===== src/rtl/gbemac_pkg.sv =====
// Shared types and constants for the GbE MAC TX packetizer slice.
// Latency: n/a (declarations only).
// Backpressure: n/a.
package gbemac_pkg;

  typedef enum logic [1:0] {
    IDLE    = 2'd0,
    HDR     = 2'd1,
    SEQ     = 2'd2,
    PAYLOAD = 2'd3
  } gbemac_state_e;

  localparam int AXIS_DW           = 32;
  localparam int HDR_WORDS_DEFAULT = 11;

  // A zero packetSize still carries one payload word so tlast always has a home.
  localparam logic [15:0] PKT_LEN_MIN = 16'd1;

  function automatic logic [15:0] clamp_pkt_len(input logic [15:0] size);
    return (size == 16'd0) ? PKT_LEN_MIN : size;
  endfunction

endpackage


===== src/rtl/gbemac_hdr_ram.sv =====
// Header word register file: HDR_WORDS x 32, sync write, async read.
// Latency: write visible on the cycle after wr_en; read is combinational.
// Backpressure: none; a write and a read of the same word in one cycle returns the old value.
//
// Ports:
//   Clk_user          write clock
//   wr_en/wr_addr/wr_dat  write port; addresses >= HDR_WORDS are dropped
//   rd_addr/rd_dat        read port, indexed by the packetizer word counter
module gbemac_hdr_ram
  import gbemac_pkg::*;
#(
  parameter int HDR_WORDS = HDR_WORDS_DEFAULT,
  parameter int HDR_AW    = 4
) (
  input  logic                 Clk_user,
  input  logic                 wr_en,
  input  logic [HDR_AW-1:0]    wr_addr,
  input  logic [AXIS_DW-1:0]   wr_dat,
  input  logic [HDR_AW-1:0]    rd_addr,
  output logic [AXIS_DW-1:0]   rd_dat
);

  // Contents are deliberately not reset: software reloads headers after boot.
  logic [AXIS_DW-1:0] mem [HDR_WORDS];

  always_ff @(posedge Clk_user) begin
    if (wr_en && (int'(wr_addr) < HDR_WORDS)) begin
      mem[wr_addr] <= wr_dat;
    end
  end

  assign rd_dat = (int'(rd_addr) < HDR_WORDS) ? mem[rd_addr] : '0;

endmodule


===== src/rtl/gbemac_tx_packetizer.sv =====
// Frames a continuous 32-bit sample stream into AXI-Stream packets: header words, [seq], payload.
// Latency: one cycle from an accepted sample (or header fetch) to m_axis_tdata.
// Backpressure: single output register; s_axis_tready follows m_axis_tready while in PAYLOAD.
//
// Ports:
//   Clk_user, Reset (async, active-high)
//   enable, packetSize         frame start gate and payload length (sampled at frame start)
//   hdrWrEn/hdrAddr/hdrData    header RAM write port
//   s_axis_*                   unframed sample input
//   m_axis_*                   framed output to the MAC wrapper s_axis port
//   busy, frameCount           status
// Build option: define GBEMAC_PKT_SEQNUM_EN to insert a 32-bit sequence word after the header.
module gbemac_tx_packetizer
  import gbemac_pkg::*;
#(
  parameter int HDR_WORDS = HDR_WORDS_DEFAULT,
  parameter int HDR_AW    = 4
) (
  input  logic                Clk_user,
  input  logic                Reset,
  input  logic                enable,
  input  logic [15:0]         packetSize,
  input  logic                hdrWrEn,
  input  logic [HDR_AW-1:0]   hdrAddr,
  input  logic [31:0]         hdrData,
  input  logic                s_axis_tvalid,
  output logic                s_axis_tready,
  input  logic [31:0]         s_axis_tdata,
  output logic                m_axis_tvalid,
  input  logic                m_axis_tready,
  output logic [31:0]         m_axis_tdata,
  output logic                m_axis_tlast,
  output logic                busy,
  output logic [31:0]         frameCount
);

  localparam logic [1:0] ST_IDLE    = 2'(IDLE);
  localparam logic [1:0] ST_HDR     = 2'(HDR);
  localparam logic [1:0] ST_PAYLOAD = 2'(PAYLOAD);
`ifdef GBEMAC_PKT_SEQNUM_EN
  localparam logic [1:0] ST_SEQ     = 2'(SEQ);
`endif

  logic [1:0]          state;
  logic [15:0]         cnt;
  logic [15:0]         pkt_len;
  logic [AXIS_DW-1:0]  hdr_rd_dat;
  logic                reg_load;
  logic                s_hs;
  logic                hdr_last;
  logic                pay_last;
`ifdef GBEMAC_PKT_SEQNUM_EN
  logic [31:0]         seq_num;
`endif

  gbemac_hdr_ram #(
    .HDR_WORDS (HDR_WORDS),
    .HDR_AW    (HDR_AW)
  ) u_hdr_ram (
    .Clk_user (Clk_user),
    .wr_en    (hdrWrEn),
    .wr_addr  (hdrAddr),
    .wr_dat   (hdrData),
    .rd_addr  (cnt[HDR_AW-1:0]),
    .rd_dat   (hdr_rd_dat)
  );

  // The output register may take a new word when empty or being drained this cycle.
  assign reg_load      = !m_axis_tvalid || m_axis_tready;
  assign s_axis_tready = (state == ST_PAYLOAD) && reg_load;
  assign s_hs          = s_axis_tvalid && s_axis_tready;
  assign hdr_last      = (cnt == 16'(HDR_WORDS - 1));
  assign pay_last      = (cnt == (pkt_len - 16'd1));
  assign busy          = (state != ST_IDLE);

  always_ff @(posedge Clk_user or posedge Reset) begin
    if (Reset) begin
      state         <= ST_IDLE;
      cnt           <= '0;
      pkt_len       <= PKT_LEN_MIN;
      m_axis_tvalid <= 1'b0;
      m_axis_tdata  <= '0;
      m_axis_tlast  <= 1'b0;
      frameCount    <= '0;
`ifdef GBEMAC_PKT_SEQNUM_EN
      seq_num       <= '0;
`endif
    end else begin
      case (state)
        ST_IDLE: begin
          // Lets a held tlast word drain while the next frame is being started.
          if (reg_load) begin
            m_axis_tvalid <= 1'b0;
          end
          if (enable && s_axis_tvalid) begin
            state   <= ST_HDR;
            pkt_len <= clamp_pkt_len(packetSize);
            cnt     <= '0;
          end
        end

        ST_HDR: begin
          if (reg_load) begin
            m_axis_tvalid <= 1'b1;
            m_axis_tdata  <= hdr_rd_dat;
            m_axis_tlast  <= 1'b0;
            if (hdr_last) begin
              cnt <= '0;
`ifdef GBEMAC_PKT_SEQNUM_EN
              state <= ST_SEQ;
`else
              state <= ST_PAYLOAD;
`endif
            end else begin
              cnt <= cnt + 16'd1;
            end
          end
        end

`ifdef GBEMAC_PKT_SEQNUM_EN
        ST_SEQ: begin
          if (reg_load) begin
            m_axis_tvalid <= 1'b1;
            m_axis_tdata  <= seq_num;
            m_axis_tlast  <= 1'b0;
            seq_num       <= seq_num + 32'd1;
            state         <= ST_PAYLOAD;
          end
        end
`endif

        ST_PAYLOAD: begin
          if (s_hs) begin
            m_axis_tvalid <= 1'b1;
            m_axis_tdata  <= s_axis_tdata;
            m_axis_tlast  <= pay_last;
            if (pay_last) begin
              cnt        <= '0;
              state      <= ST_IDLE;
              frameCount <= frameCount + 32'd1;
            end else begin
              cnt <= cnt + 16'd1;
            end
          end else if (reg_load) begin
            // Source bubble: the register empties instead of repeating a word.
            m_axis_tvalid <= 1'b0;
          end
        end

        default: begin
          state <= ST_IDLE;
        end
      endcase
    end
  end

endmodule


===== config.mk =====
export PLATFORM = sky130hd
export DESIGN_NAME = gbemac_tx_packetizer
export DESIGN_NICKNAME = d
export VERILOG_FILES = /design/src/rtl/gbemac_pkg.sv /design/src/rtl/gbemac_hdr_ram.sv /design/src/rtl/gbemac_tx_packetizer.sv
export SDC_FILE = /design/constraint.sdc
export NUM_CORES = 1
export LEC_CHECK = 0
export CAP_MARGIN = 20
export CELL_PAD_IN_SITES_DETAIL_PLACEMENT = 1
export CELL_PAD_IN_SITES_GLOBAL_PLACEMENT = 1
export CORE_ASPECT_RATIO = 0.75
export CORE_MARGIN = 5
export CORE_UTILIZATION = 55
export CTS_BUF_LIST = sky130_fd_sc_hd__clkbuf_8
export DETAILED_ROUTE_END_ITERATION = 10
export GPL_ROUTABILITY_DRIVEN = 0
export GPL_TIMING_DRIVEN = 0
export PLACE_DENSITY = 0.84
export SETUP_SLACK_MARGIN = 0.15
export SLEW_MARGIN = 20
export SYNTH_ARGS = -nofsm -noshare
export SYNTH_HDL_FRONTEND = slang
export SYNTH_HIERARCHICAL = 1
export SYNTH_SLANG_ARGS = --single-unit

===== constraint.sdc =====
create_clock -name Clk_user -period 5.6 [get_ports Clk_user]
set_clock_uncertainty 0.2 [all_clocks]
set_input_delay 0.56 -clock Clk_user [delete_from_list [all_inputs] [get_ports Clk_user]]
set_output_delay 0.56 -clock Clk_user [all_outputs]
set_load 0.05 [all_outputs]

-- Yosys cells after proc, flatten, opt, wreduce, memory -nomap -nowiden
Memories as Yosys holds them, arrays and structs flattened.
Cells that the tools add are included.
- output and inout port bits: 68
- bits in writable memories: 352
- bits of input ports: 90
- memories: 1
- register bits after elaboration: 100
- order comparisons: 2
- $add $sub $neg: 3
- equality and inequality tests: 9
- multiplexer cells: 26
- reduce and logical (&&, ||, !) cells: 17
- memory list (name ; depth ; width ; rd ports ; clocked after Yosys merged registers in ; wr ports ; RTL line ; RTL):
    u_hdr_ram.mem ; 11 ; 32 ; 1 ; 0 ; 1 ; gbemac_hdr_ram.sv:24 ; logic [AXIS_DW-1:0] mem [HDR_WORDS];
- operators by type and width (operator ; count):
    $mux W16 ; 6
    $mux W32 ; 3
    $pmux W32 S2 ; 1
    $pmux W16 S3 ; 1
    $add A32 B1 Y32 const B ; 1
    $add A16 B1 Y16 const B ; 1
    $eq A16 B16 Y1 ; 1
    $eq A16 B4 Y1 const B ; 1
    $logic_not A16 Y1 ; 1
    $sub A16 B1 Y16 const B ; 1
    $mux W2 ; 5
    $ne A2 B2 Y1 const B ; 5
    $lt A4 B4 Y1 const B ; 2
    $mux W1 ; 7
    $pmux W2 S3 ; 1
    $reduce_and A3 Y1 ; 2
    $reduce_and A5 Y1 ; 1
    $logic_and A1 B1 Y1 ; 4
    $reduce_and A2 Y1 ; 2
    $reduce_and A4 Y1 ; 1
    $reduce_bool A2 Y1 ; 2
    $pmux W1 S3 ; 1
    $reduce_bool A3 Y1 ; 1
    $eq A2 B1 Y1 const B ; 1
    other kinds (5) ; 5

-- Longest topological paths before layout
Gate-level depths: netlist (run 1).
- depth in word-level cells: 6
- gate-level depth with buffers: 11
- depth with buffers taken out: 10

-- Hierarchy
Netlist (run 1), hierarchy kept.
- by module, submodules not included (module ; cells an instance ; seq. area each (um^2) ; times used ; area each (um^2)):
    gbemac_hdr_ram ; 673 ; 10570.1 ; 1 ; 14076.0
    gbemac_tx_packetizer ; 499 ; 2503.7 ; 1 ; 5216.3

-- Least setup slack after synthesis (run 1)
OpenSTA, ideal clock, no wires.
- path kind: input -> register
- start: input port hdrAddr[3]
- end: memory u_hdr_ram.mem[0][0] (enable)
- library setup time: 461 ps
- arrival: 3279 ps
- data required time: 4939 ps
- buffers on the path: 0
- stages on the path: 2
- slack: 1660 ps
- path through: or3b_2 -> nor3_1
- longest elaborated chain between the ends: 4
- ends and longest elaborated chain (item ; RTL line ; RTL):
    start: declaration ; gbemac_tx_packetizer.sv:24 ; input logic [HDR_AW-1:0] hdrAddr,
    $lt A4 B4 Y1 ; gbemac_hdr_ram.sv:27 ; if (wr_en && (int'(wr_addr) < HDR_WORDS)) begin
    $logic_and A1 B1 Y1 ; gbemac_hdr_ram.sv:27 ;
    $mux W1 ; gbemac_hdr_ram.sv:27 ;
    $mux W1 (implied by the code) ; gbemac_hdr_ram.sv:28 ; mem[wr_addr] <= wr_dat;
    end: declaration ; gbemac_hdr_ram.sv:24 ;
Several ways; a longest one is shown, not always the timed one.

-- Worst setup path after layout (run 1)
- start: register state[0]
- end: output port s_axis_tready
- longest elaborated chain between the ends: 2
- ends and longest elaborated chain (item ; RTL line ; RTL):
    start: declaration ; gbemac_tx_packetizer.sv:44 ; logic [1:0] state;
    start signal: assignment ; gbemac_tx_packetizer.sv:78 ; state <= ST_IDLE;
    start signal: assignment ; gbemac_tx_packetizer.sv:96 ; state <= ST_HDR;
    start signal: assignment ; gbemac_tx_packetizer.sv:112 ; state <= ST_PAYLOAD;
    $eq A2 B2 Y1 ; gbemac_tx_packetizer.sv:70 ; assign s_axis_tready = (state == ST_PAYLOAD) && reg_load;
    $logic_and A1 B1 Y1 ; gbemac_tx_packetizer.sv:70 ;
    end: declaration ; gbemac_tx_packetizer.sv:27 ; output logic s_axis_tready,
No other way between the ends.

==> results.sh, run 1 <==
export IMPL_async_flop_share_pct=22.12
export IMPL_drv_slew=0
export IMPL_rows=59
export IMPL_grt_overflow_total=0
export IMPL_track_usage_pct=28.66
export IMPL_grt_pass1_wl_um=82870
export IMPL_setup_worst_path_start_class="flip-flop"
export IMPL_worst_ep_required_time_ns=4.84
export IMPL_whs_ns=0.1522
export IMPL_synth_distinct_cells=64
export IMPL_synth_cells=1172
export IMPL_critPathMaxFanout=10
export IMPL_grt_max_degree=67
export IMPL_syn_area_mm2=0.01929
export IMPL_cts_htree_levels=3
export IMPL_vias=11980
export IMPL_ys_flop_type="edfxtp_1"
export IMPL_vias_per_cell=6.193
export IMPL_seqPwrFrac_pct=39.2
export IMPL_ctsResizeCount=0
export IMPL_synth_edf_count=352
export IMPL_hold_buffers=0
export IMPL_finalHoldViolCount=0
export IMPL_status="finished clean"
export IMPL_clkPwrFrac_pct=24.4
export IMPL_dieArea_mm2=0.03896
export IMPL_fin_tns_setup_ns=0
export IMPL_cts_setup_buffers=0
export IMPL_start_util_pct=55.60
export IMPL_maxCapViolations=0
export IMPL_syn_num_nets=1266
export IMPL_fin_crit_ns=4.065
export IMPL_cts_buffers=69
export IMPL_worst_pin_slew_ns=1.130
export IMPL_nets=1517
export IMPL_final_cell_mix="edfxtp_1 (352), clkdlybuf4s50_1 (157), dfrtp_1 (99), clkbuf_8 (78), mux2_2 (70)"
export IMPL_drc=0
export IMPL_swShare_pct=35.83
export IMPL_final_setup_viol_count=0
export IMPL_avgSynthCellArea_um2=16.46
export IMPL_cts_tree="built"
export IMPL_rsz0062_at_grt="false"
export IMPL_die_y_um=172.2
export IMPL_cts_root_buffer="clkbuf_8"
export IMPL_slew_headroom_pct=24.68
export IMPL_period_share_pct=72.59
export IMPL_path_clk_slew_ns=0.07
export IMPL_dr_pass1_iters=7
export IMPL_final_layout_size_suffix_gt1_share_pct=22.17
export IMPL_core_area_mm2=0.03470
export IMPL_wl_um=55290
export IMPL_yosys_warnings=6
export IMPL_min_path_type="in2async"
export IMPL_first_iter_violations=1196
export IMPL_p_sw_uw=3730
export IMPL_final_area_mm2=0.02313
export IMPL_final_antenna_net_count=0
export IMPL_detail_route_wl_per_cell_um=28.58
export IMPL_grt_pass1_vias=13100
export IMPL_p_comb_share_pct=36.5
export IMPL_worstSetupPathType="reg2out"
export IMPL_numPortBuffers=157
export IMPL_max_freq_mhz=246.0
export IMPL_clock_latency_ns=0.60
export IMPL_ir_drop_v=0.0002714
export IMPL_utilization_pct=66.67
export IMPL_clockBufferDepth=3
export IMPL_area_growth_pct=19.90
export IMPL_synth_seq_cells=452
export IMPL_hpwlAfterDp_um=37240
export IMPL_final_common_cell="edfxtp_1"
export IMPL_reg2reg_depth=9
export IMPL_fill_cells=3119
export IMPL_dpl_instance_area_mm2=0.02187
export IMPL_power_internal_uw=6680
export IMPL_antenna_found_initial=3
export IMPL_critPathCaptureType="output port"
export IMPL_arrival_ns=3.31
export IMPL_die_w_um=226.3
export IMPL_synth_seq_area_share_pct=67.77
export IMPL_clkSinkCount=452
export IMPL_p_leak_uw=0.008295
export IMPL_pin_count=158
export IMPL_p_per_area_mw_per_mm2=450.0
critical path, stage by stage, from the launching register on:
cell and delay [ns]:
dfrtp_1 0.44, and2_1 0.16, clkbuf_1 0.47, clkbuf_2 0.58, nor2b_1 0.24, clkdlybuf4s50_1 0.83
routing by layer:
metal,track usage (%),up-vias,routed length [um]
met2,46.36,575,27010
met4,9.908,2,1447
met5,0,-,11
met1,39.10,6193,22510
met3,6.399,112,4308
li1,-,5102,-
area by class of cell:
class	instances	area, um2	share of cell area (%)
Multi-Input combinational cell	644	5873	25.39
Clock inverter	45	182.7	0.7897
Timing Repair Buffer	180	1922	8.308
Clock buffer	78	1074	4.641
Inverter	12	50.05	0.2164
Buffer	64	377.9	1.633
Antenna cell	3	7.507	0.03245
Sequential cell	452	13070	56.52
Tap cell	457	571.8	2.472
synth_stat cells, types with 26 or more instances:
cell type	instances	share of area, %
edfxtp_1	352	55
dfrtp_1	99	13
mux2_2	70	4.1
mux2i_1	66	3.4
nor2_1	56	1.1
a21oi_1	47	1.2
xnor2_1	42	1.9
a221oi_2	32	2.5
mux4_2	32	3.7
nand2b_1	32	1.0
mux2_1	30	1.8
nand2_1	27	0.53
clkbuf_1	26	0.51
power groups by stage:
stage               combinational [uW]  sequential (uW)  clock, uW
CTS                               3780             4070       2590
global route                      3980             4100       2770
detailed placement                3730             4140          0
floorplan                         2130             4480          0
global placement                  3580             4120          0
finish                            3790             4080       2540
registers in the layout (all words and copies together) (netlist names):
signal / count
u_hdr_ram/mem: 352
frameCount: 32
m_axis_tvalid: 1
m_axis_tdata: 32
state: 2
cnt: 16
m_axis_tlast: 1
pkt_len: 16
worst paths after layout:
check	slack, ns	endpoint	startpoint
setup / recovery	1.53	s_axis_tready	state[0]
hold / removal	0.15	frameCount[27]	Reset
setup reg to reg	1.72	frameCount[11]	pkt_len[2]
hold reg to reg	0.28	m_axis_tlast	m_axis_tlast
max in group asynchronous	4.33	m_axis_tdata[28]	Reset
min in group Clk_user	0.28	m_axis_tlast	m_axis_tlast
stage by stage:
| step | total power (uW) | setup WS (ns) | instances |
|---|---|---|---|
| floorplan | 6612 | 1.660 | 1172 |
| detailed placement | 7863 | 1.784 | 1809 |
| global route | 10850 | 1.438 | 1934 |
| finish | 10410 | 1.535 | 1935 |
| global placement | 7702 | -1.327 | 1786 |
| CTS | 10440 | 1.094 | 1932 |
kinds of logic after synthesis:
group / after synthesis / share of synthesized area [%]
compound gates: 156 / 6.648
xor+xnor: 50 / 2.309
fa+ha+maj: 4 / 0.2594
buf+inv: 76 / 2.179
flops: 452 / 67.77
mux: 211 / 14.01
simple gates: 223 / 6.829
Power figures use the tool's default switching activity.
==> run 2, diff against run 1 <==
--- a/config.mk
+++ b/config.mk
@@ -10,12 +10,12 @@
 export CELL_PAD_IN_SITES_GLOBAL_PLACEMENT = 1
 export CORE_ASPECT_RATIO = 0.75
 export CORE_MARGIN = 5
-export CORE_UTILIZATION = 55
+export CORE_UTILIZATION = 51
 export CTS_BUF_LIST = sky130_fd_sc_hd__clkbuf_8
 export DETAILED_ROUTE_END_ITERATION = 10
 export GPL_ROUTABILITY_DRIVEN = 0
 export GPL_TIMING_DRIVEN = 0
-export PLACE_DENSITY = 0.84
+export PLACE_DENSITY = 0.79
 export SETUP_SLACK_MARGIN = 0.15
 export SLEW_MARGIN = 20
 export SYNTH_ARGS = -nofsm -noshare
==> constraint.sdc (replaced) <==
create_clock -name Clk_user -period 3.8 [get_ports Clk_user]
set_clock_uncertainty 0.2 [all_clocks]
set_input_delay 0.38 -clock Clk_user [delete_from_list [all_inputs] [get_ports Clk_user]]
set_output_delay 0.38 -clock Clk_user [all_outputs]
set_load 0.05 [all_outputs]
==> results.sh, run 2 (synthesized netlist as in run 1, its figures left out) <==
export IMPL_ir_drop_v=0.0005968
export IMPL_cts_htree_levels=3
export IMPL_numPortBuffers=157
export IMPL_vias=11910
export IMPL_dr_pass1_iters=5
export IMPL_p_leak_uw=0.008387
export IMPL_final_setup_viol_count=0
export IMPL_crit_family="simple AND/OR/NAND/NOR gates"
export IMPL_hpwlAfterDp_um=36920
export IMPL_reg2reg_slack_ns=0.32
export IMPL_track_usage_pct=26.44
export IMPL_power_internal_uw=9886
export IMPL_swShare_pct=35.99
export IMPL_start_util_pct=51.80
export IMPL_arrival_ns=3.76
export IMPL_final_antenna_net_count=0
export IMPL_grt_pass1_vias=12850
export IMPL_final_common_cell="edfxtp_1"
export IMPL_p_per_area_mw_per_mm2=660.4
export IMPL_whs_ns=0.1922
export IMPL_grt_pass1_wl_um=81620
export IMPL_rsz0062_at_grt="false"
export IMPL_p_comb_share_pct=36.6
export IMPL_die_y_um=178.4
export IMPL_reg2reg_depth=10
export IMPL_critPathMaxFanout=7
export IMPL_area_growth_pct=21.22
export IMPL_critPathSlowestCell="or4b_1"
export IMPL_slew_headroom_pct=23.06
export IMPL_drc=0
export IMPL_wl_um=54650
export IMPL_setup_worst_path_start_class="flip-flop"
export IMPL_period_share_pct=91.54
export IMPL_nets=1525
export IMPL_vias_per_cell=5.971
export IMPL_p_sw_uw=5559
export IMPL_fin_tns_setup_ns=0
export IMPL_largest_register="u_hdr_ram/mem"
export IMPL_fin_crit_ns=3.478
export IMPL_min_path_type="in2reg"
export IMPL_grt_overflow_total=0
export IMPL_reg_top3="u_hdr_ram/mem: 352 flops, frameCount: 32 flops, m_axis_tdata: 32 flops"
export IMPL_final_layout_size_suffix_gt1_share_pct=22.83
export IMPL_dieArea_mm2=0.04186
export IMPL_whs_path_depth=3
export IMPL_worstSetupPathType="reg2reg"
export IMPL_layout_cells_non_filler=1994
export IMPL_critPathMaxStageDelay_ns=0.51
export IMPL_dp_slack_ns=-0.04380
export IMPL_placed_cells=1857
export IMPL_worst_ep_required_time_ns=4.08
export IMPL_finalHoldViolCount=0
export IMPL_clkSinkCount=452
export IMPL_clkPwrFrac_pct=24.6
export IMPL_antenna_found_initial=2
export IMPL_pin_count=158
export IMPL_path_clk_slew_ns=0.06
export IMPL_rows=61
export IMPL_largest_register_ffs=352
export IMPL_clock_latency_ns=0.62
export IMPL_layout_setup_ws_ns=0.3216
export IMPL_max_freq_mhz=287.5
export IMPL_clockBufferDepth=3
export IMPL_final_cell_mix="edfxtp_1 (352), clkdlybuf4s50_1 (157), dfrtp_1 (99), clkbuf_8 (78), mux2_2 (70)"
export IMPL_crit_buf_inv=2
export IMPL_cts_root_buffer="clkbuf_8"
export IMPL_core_area_mm2=0.03725
export IMPL_crit_cells=10
export IMPL_worst_pin_slew_ns=1.154
export IMPL_path_cells="buf_2 > nor4_2 > nand2_1 > o31a_1 > or4b_1 > or4_4 > nor4b_4 > buf_4 > nand4_1 > xnor2_1"
export IMPL_critPathCaptureType="flip-flop"
export IMPL_maxCapViolations=0
export IMPL_seqPwrFrac_pct=38.8
export IMPL_die_w_um=234.6
export IMPL_cts_tree="built"
export IMPL_status="finished clean"
export IMPL_grt_max_degree=70
export IMPL_power_uw=15440
export IMPL_cts_buffers=71
export IMPL_drv_slew=0
export IMPL_detail_route_wl_per_cell_um=27.41
export IMPL_first_iter_violations=927
run 2: cell types whose count changed in the layout (fill, tap and decap cells not counted), sizes merged:
cell	previous run	this run
buf	61	66
clkinv	13	18
inv	43	46
diode	3	1
dlygate4sd3	0	1
run 2: metrics by stage:
step,area (um2),util (%)
4_1_cts,23350,62.70
6_report,23390,62.79
2_1_floorplan,19300,-
5_1_grt,23390,62.79
3_3_place_gp,21500,57.72
3_5_place_dp,22010,59.09
run 2: area by class of cell:
class	count	area (um2)
fill	3449	13860
sequential	452	13070
tap	504	630.6
clock inverter	53	220.2
multi-input combinational	644	5912
buffer	64	385.4
timing repair buffer	186	2038
antenna	1	2.502
inverter	12	50.05
clock buffer	78	1074
run 2: tightest hold or removal path: cells and delay by family:
kind	cells	cell delay [ns]
buffers and inverters	1	0.42
and+or+nand+nor	1	0.07
AOI/OAI and AO/OA	1	0.07
run 2: repair_timing:
| item | 4_1_cts | 5_1_grt |
|---|---|---|
| pin swaps | 3 | 2 |
| gates resized for setup | 3 | 7 |
| hold endpoints to repair | 31 | 0 |
| hold buffers | 1 | 0 |
| setup endpoints to repair | 26 | 45 |
| buffers inserted | 4 | 0 |
run 2: worst paths after layout:
kind	startpoint	end
max reg2reg	pkt_len[5]	frameCount[21]
max in group asynchronous	Reset	pkt_len[0]
max	pkt_len[5]	frameCount[21]
min in group asynchronous	Reset	frameCount[30]
min reg2reg	frameCount[31]	frameCount[31]
min	packetSize[1]	pkt_len[1]
run 2: metal layers:
| metal | global-route usage [%] | wire length, um |
|---|---|---|
| met5 | 0 | 18 |
| met2 | 41.47 | 25760 |
| met3 | 6.938 | 4211 |
| met1 | 37.23 | 23510 |
| met4 | 6.954 | 1144 |
run 2: power groups by stage:
stage          registers, uW  clock network (uW)  logic (uW)
6_report                5990                3800        5650
4_1_cts                 5990                3880        5590
5_1_grt                 6030                4140        5920
3_5_place_dp            6080                   0        5520
3_3_place_gp            6060                   0        5330
2_1_floorplan           6600                   0        3140
==> run 3, diff against run 2 <==
--- a/config.mk
+++ b/config.mk
@@ -10,12 +10,13 @@
 export CELL_PAD_IN_SITES_GLOBAL_PLACEMENT = 1
 export CORE_ASPECT_RATIO = 0.75
 export CORE_MARGIN = 5
-export CORE_UTILIZATION = 51
+export CORE_UTILIZATION = 55
 export CTS_BUF_LIST = sky130_fd_sc_hd__clkbuf_8
 export DETAILED_ROUTE_END_ITERATION = 10
+export DONT_BUFFER_PORTS = 1
 export GPL_ROUTABILITY_DRIVEN = 0
 export GPL_TIMING_DRIVEN = 0
-export PLACE_DENSITY = 0.79
+export PLACE_DENSITY = 0.77
 export SETUP_SLACK_MARGIN = 0.15
 export SLEW_MARGIN = 20
 export SYNTH_ARGS = -nofsm -noshare
==> results.sh, run 3 (synthesized netlist as in run 1, its figures left out) <==
export IMPL_fill_cells=3091
export IMPL_grt_overflow_total=0
export IMPL_final_area_mm2=0.02266
export IMPL_detail_route_wl_per_cell_um=28.04
export IMPL_p_sw_uw=5441
export IMPL_dp_slack_ns=-0.002455
export IMPL_p_comb_share_pct=30.2
export IMPL_cp_endpoint="frameCount[11]"
export IMPL_largest_register_ffs=352
export IMPL_swShare_pct=35.85
export IMPL_clock_latency_ns=0.62
export IMPL_drv_slew=0
export IMPL_whs_ns=0.06590
export IMPL_worstSetupPathType="reg2reg"
export IMPL_numPortBuffers=0
export IMPL_power_internal_uw=9738
export IMPL_reg_top3="u_hdr_ram/mem: 352 flops, frameCount: 32 flops, m_axis_tdata: 32 flops"
export IMPL_r2r_end="frameCount[11]"
export IMPL_period_share_pct=92.83
export IMPL_dieArea_mm2=0.03896
export IMPL_grt_max_degree=64
export IMPL_vias_per_cell=6.219
export IMPL_hpwlAfterDp_um=34740
export IMPL_antenna_found_initial=3
export IMPL_critPathCaptureType="flip-flop"
export IMPL_reg2reg_slack_ns=0.27
export IMPL_final_layout_size_suffix_gt1_share_pct=24.24
export IMPL_cts_htree_levels=3
export IMPL_slew_headroom_pct=26.29
export IMPL_first_iter_violations=1149
export IMPL_clockBufferDepth=3
export IMPL_final_setup_viol_count=0
export IMPL_fin_crit_ns=3.528
export IMPL_die_y_um=172.2
export IMPL_layout_setup_ws_ns=0.2724
export IMPL_final_common_cell="edfxtp_1"
export IMPL_clkSinkCount=452
export IMPL_drc=0
export IMPL_nets=1457
export IMPL_die_w_um=226.3
export IMPL_critPathMaxFanout=10
export IMPL_core_area_mm2=0.03470
export IMPL_reg2reg_depth=11
export IMPL_dr_pass1_iters=7
export IMPL_whs_path_depth=2
export IMPL_hold_start="hdrAddr[1]"
export IMPL_path_clk_slew_ns=0.06
export IMPL_worst_ep_required_time_ns=4.07
export IMPL_r2r_start="pkt_len[0]"
export IMPL_final_antenna_net_count=0
export IMPL_setup_worst_path_start_class="flip-flop"
export IMPL_cts_tree="built"
export IMPL_dpl_instance_area_mm2=0.02031
export IMPL_seqPwrFrac_pct=43.8
export IMPL_start_util_pct=55.60
export IMPL_maxCapViolations=0
export IMPL_min_path_type="in2reg"
export IMPL_grt_pass1_wl_um=78060
export IMPL_cts_root_buffer="clkbuf_8"
export IMPL_area_growth_pct=17.47
export IMPL_rsz0062_at_grt="false"
export IMPL_rows=59
export IMPL_p_leak_uw=0.008137
export IMPL_pin_count=158
export IMPL_max_freq_mhz=283.5
export IMPL_finalHoldViolCount=0
export IMPL_status="finished clean"
export IMPL_utilization_pct=65.32
export IMPL_wl_um=52660
export IMPL_arrival_ns=3.80
export IMPL_track_usage_pct=26.99
export IMPL_worst_pin_slew_ns=1.106
export IMPL_ir_drop_v=0.0004782
export IMPL_startpoint="pkt_len[0]"
export IMPL_grt_pass1_vias=12590
export IMPL_vias=11680
export IMPL_cts_buffers=71
export IMPL_final_cell_mix="edfxtp_1 (352), dfrtp_1 (95), dlygate4sd3_1 (88), clkbuf_8 (79), mux2_2 (70)"
export IMPL_p_per_area_mw_per_mm2=669.8
export IMPL_clkPwrFrac_pct=26.0
export IMPL_largest_register="u_hdr_ram/mem"
## run 3: cell count changes in the layout (fill, tap and decap cells not counted), sizes merged
cell | previous run | this run
clkdlybuf4s50 | 157 | 0
clkinvlp | 1 | 4
clkinv | 18 | 13
bufinv | 0 | 2
diode | 1 | 2
inv | 46 | 43
clkbuf | 104 | 105
buf | 66 | 68
dlygate4sd3 | 1 | 88
## run 3: power groups by stage
stage / sequential, uW / clock, uW / combinational, uW
floorplan: 6600 / 0 / 3140
global placement: 6710 / 0 / 4190
detailed placement: 6720 / 0 / 4340
CTS: 6630 / 4010 / 4500
global route: 6680 / 4270 / 4880
finish: 6650 / 3940 / 4590
## run 3: how the worst min path moves through the flow
stage / end
2_1_floorplan: u_hdr_ram/mem[0][0]
3_3_place_gp: u_hdr_ram/mem[9][1]
3_5_place_dp: frameCount[5]
4_1_cts: u_hdr_ram/mem[7][22]
5_1_grt: u_hdr_ram/mem[7][22]
6_report: u_hdr_ram/mem[7][22]
## run 3: layer usage
metal | up-vias | GRT usage (%) | wire length (um)
li1 | 4977 | - | -
met1 | 6173 | 37.82 | 22940
met2 | 425 | 43.41 | 25130
met3 | 102 | 5.804 | 3235
met4 | 2 | 7.869 | 1332
met5 | - | 0 | 13
## run 3: area by class of cell
cell class                 instances  area [um2]  area share, %
clock inverter                    50       257.7          1.137
buffer                            64       379.1          1.673
antenna                            2       5.005        0.02208
tap                              457       571.8          2.523
inverter                          12       50.05         0.2208
sequential                       452       13080          57.71
multi-input combinational        644        5936          26.19
timing repair buffer             118        1296          5.720
clock buffer                      79        1087          4.798
## run 3: worst max-delay path, cell delays in order, from the launching register on
cell and delay, ns:
dfstp_2 0.56, inv_1 0.07, ha_4 0.17, nor4b_4 0.13
mux2_1 0.21, a22o_1 0.16, or4b_1 0.44, or4_4 0.61
nor4b_4 0.34, buf_6 0.21, nand4_4 0.11, xnor2_2 0.17
## run 3: what timing repair did
item | in CTS | in global routing
gates resized for setup | 2 | 11
endpoints found under the hold margin | 548 | 0
pin swaps | 3 | 6
cloned | 1 | 0
setup endpoints to repair | 24 | 38
hold buffers | 88 | 0
buffers inserted | 5 | 2
## run 3: per-stage QoR
step | total power [uW] | setup TNS (ns) | std cells
after floorplan | 9744 | 0 | 1172
after global placement | 10900 | -292.79 | 1629
after detailed placement | 11060 | -0.002455 | 1651
after CTS | 15140 | 0 | 1874
after global routing | 15830 | 0 | 1877
final | 15180 | 0 | 1878
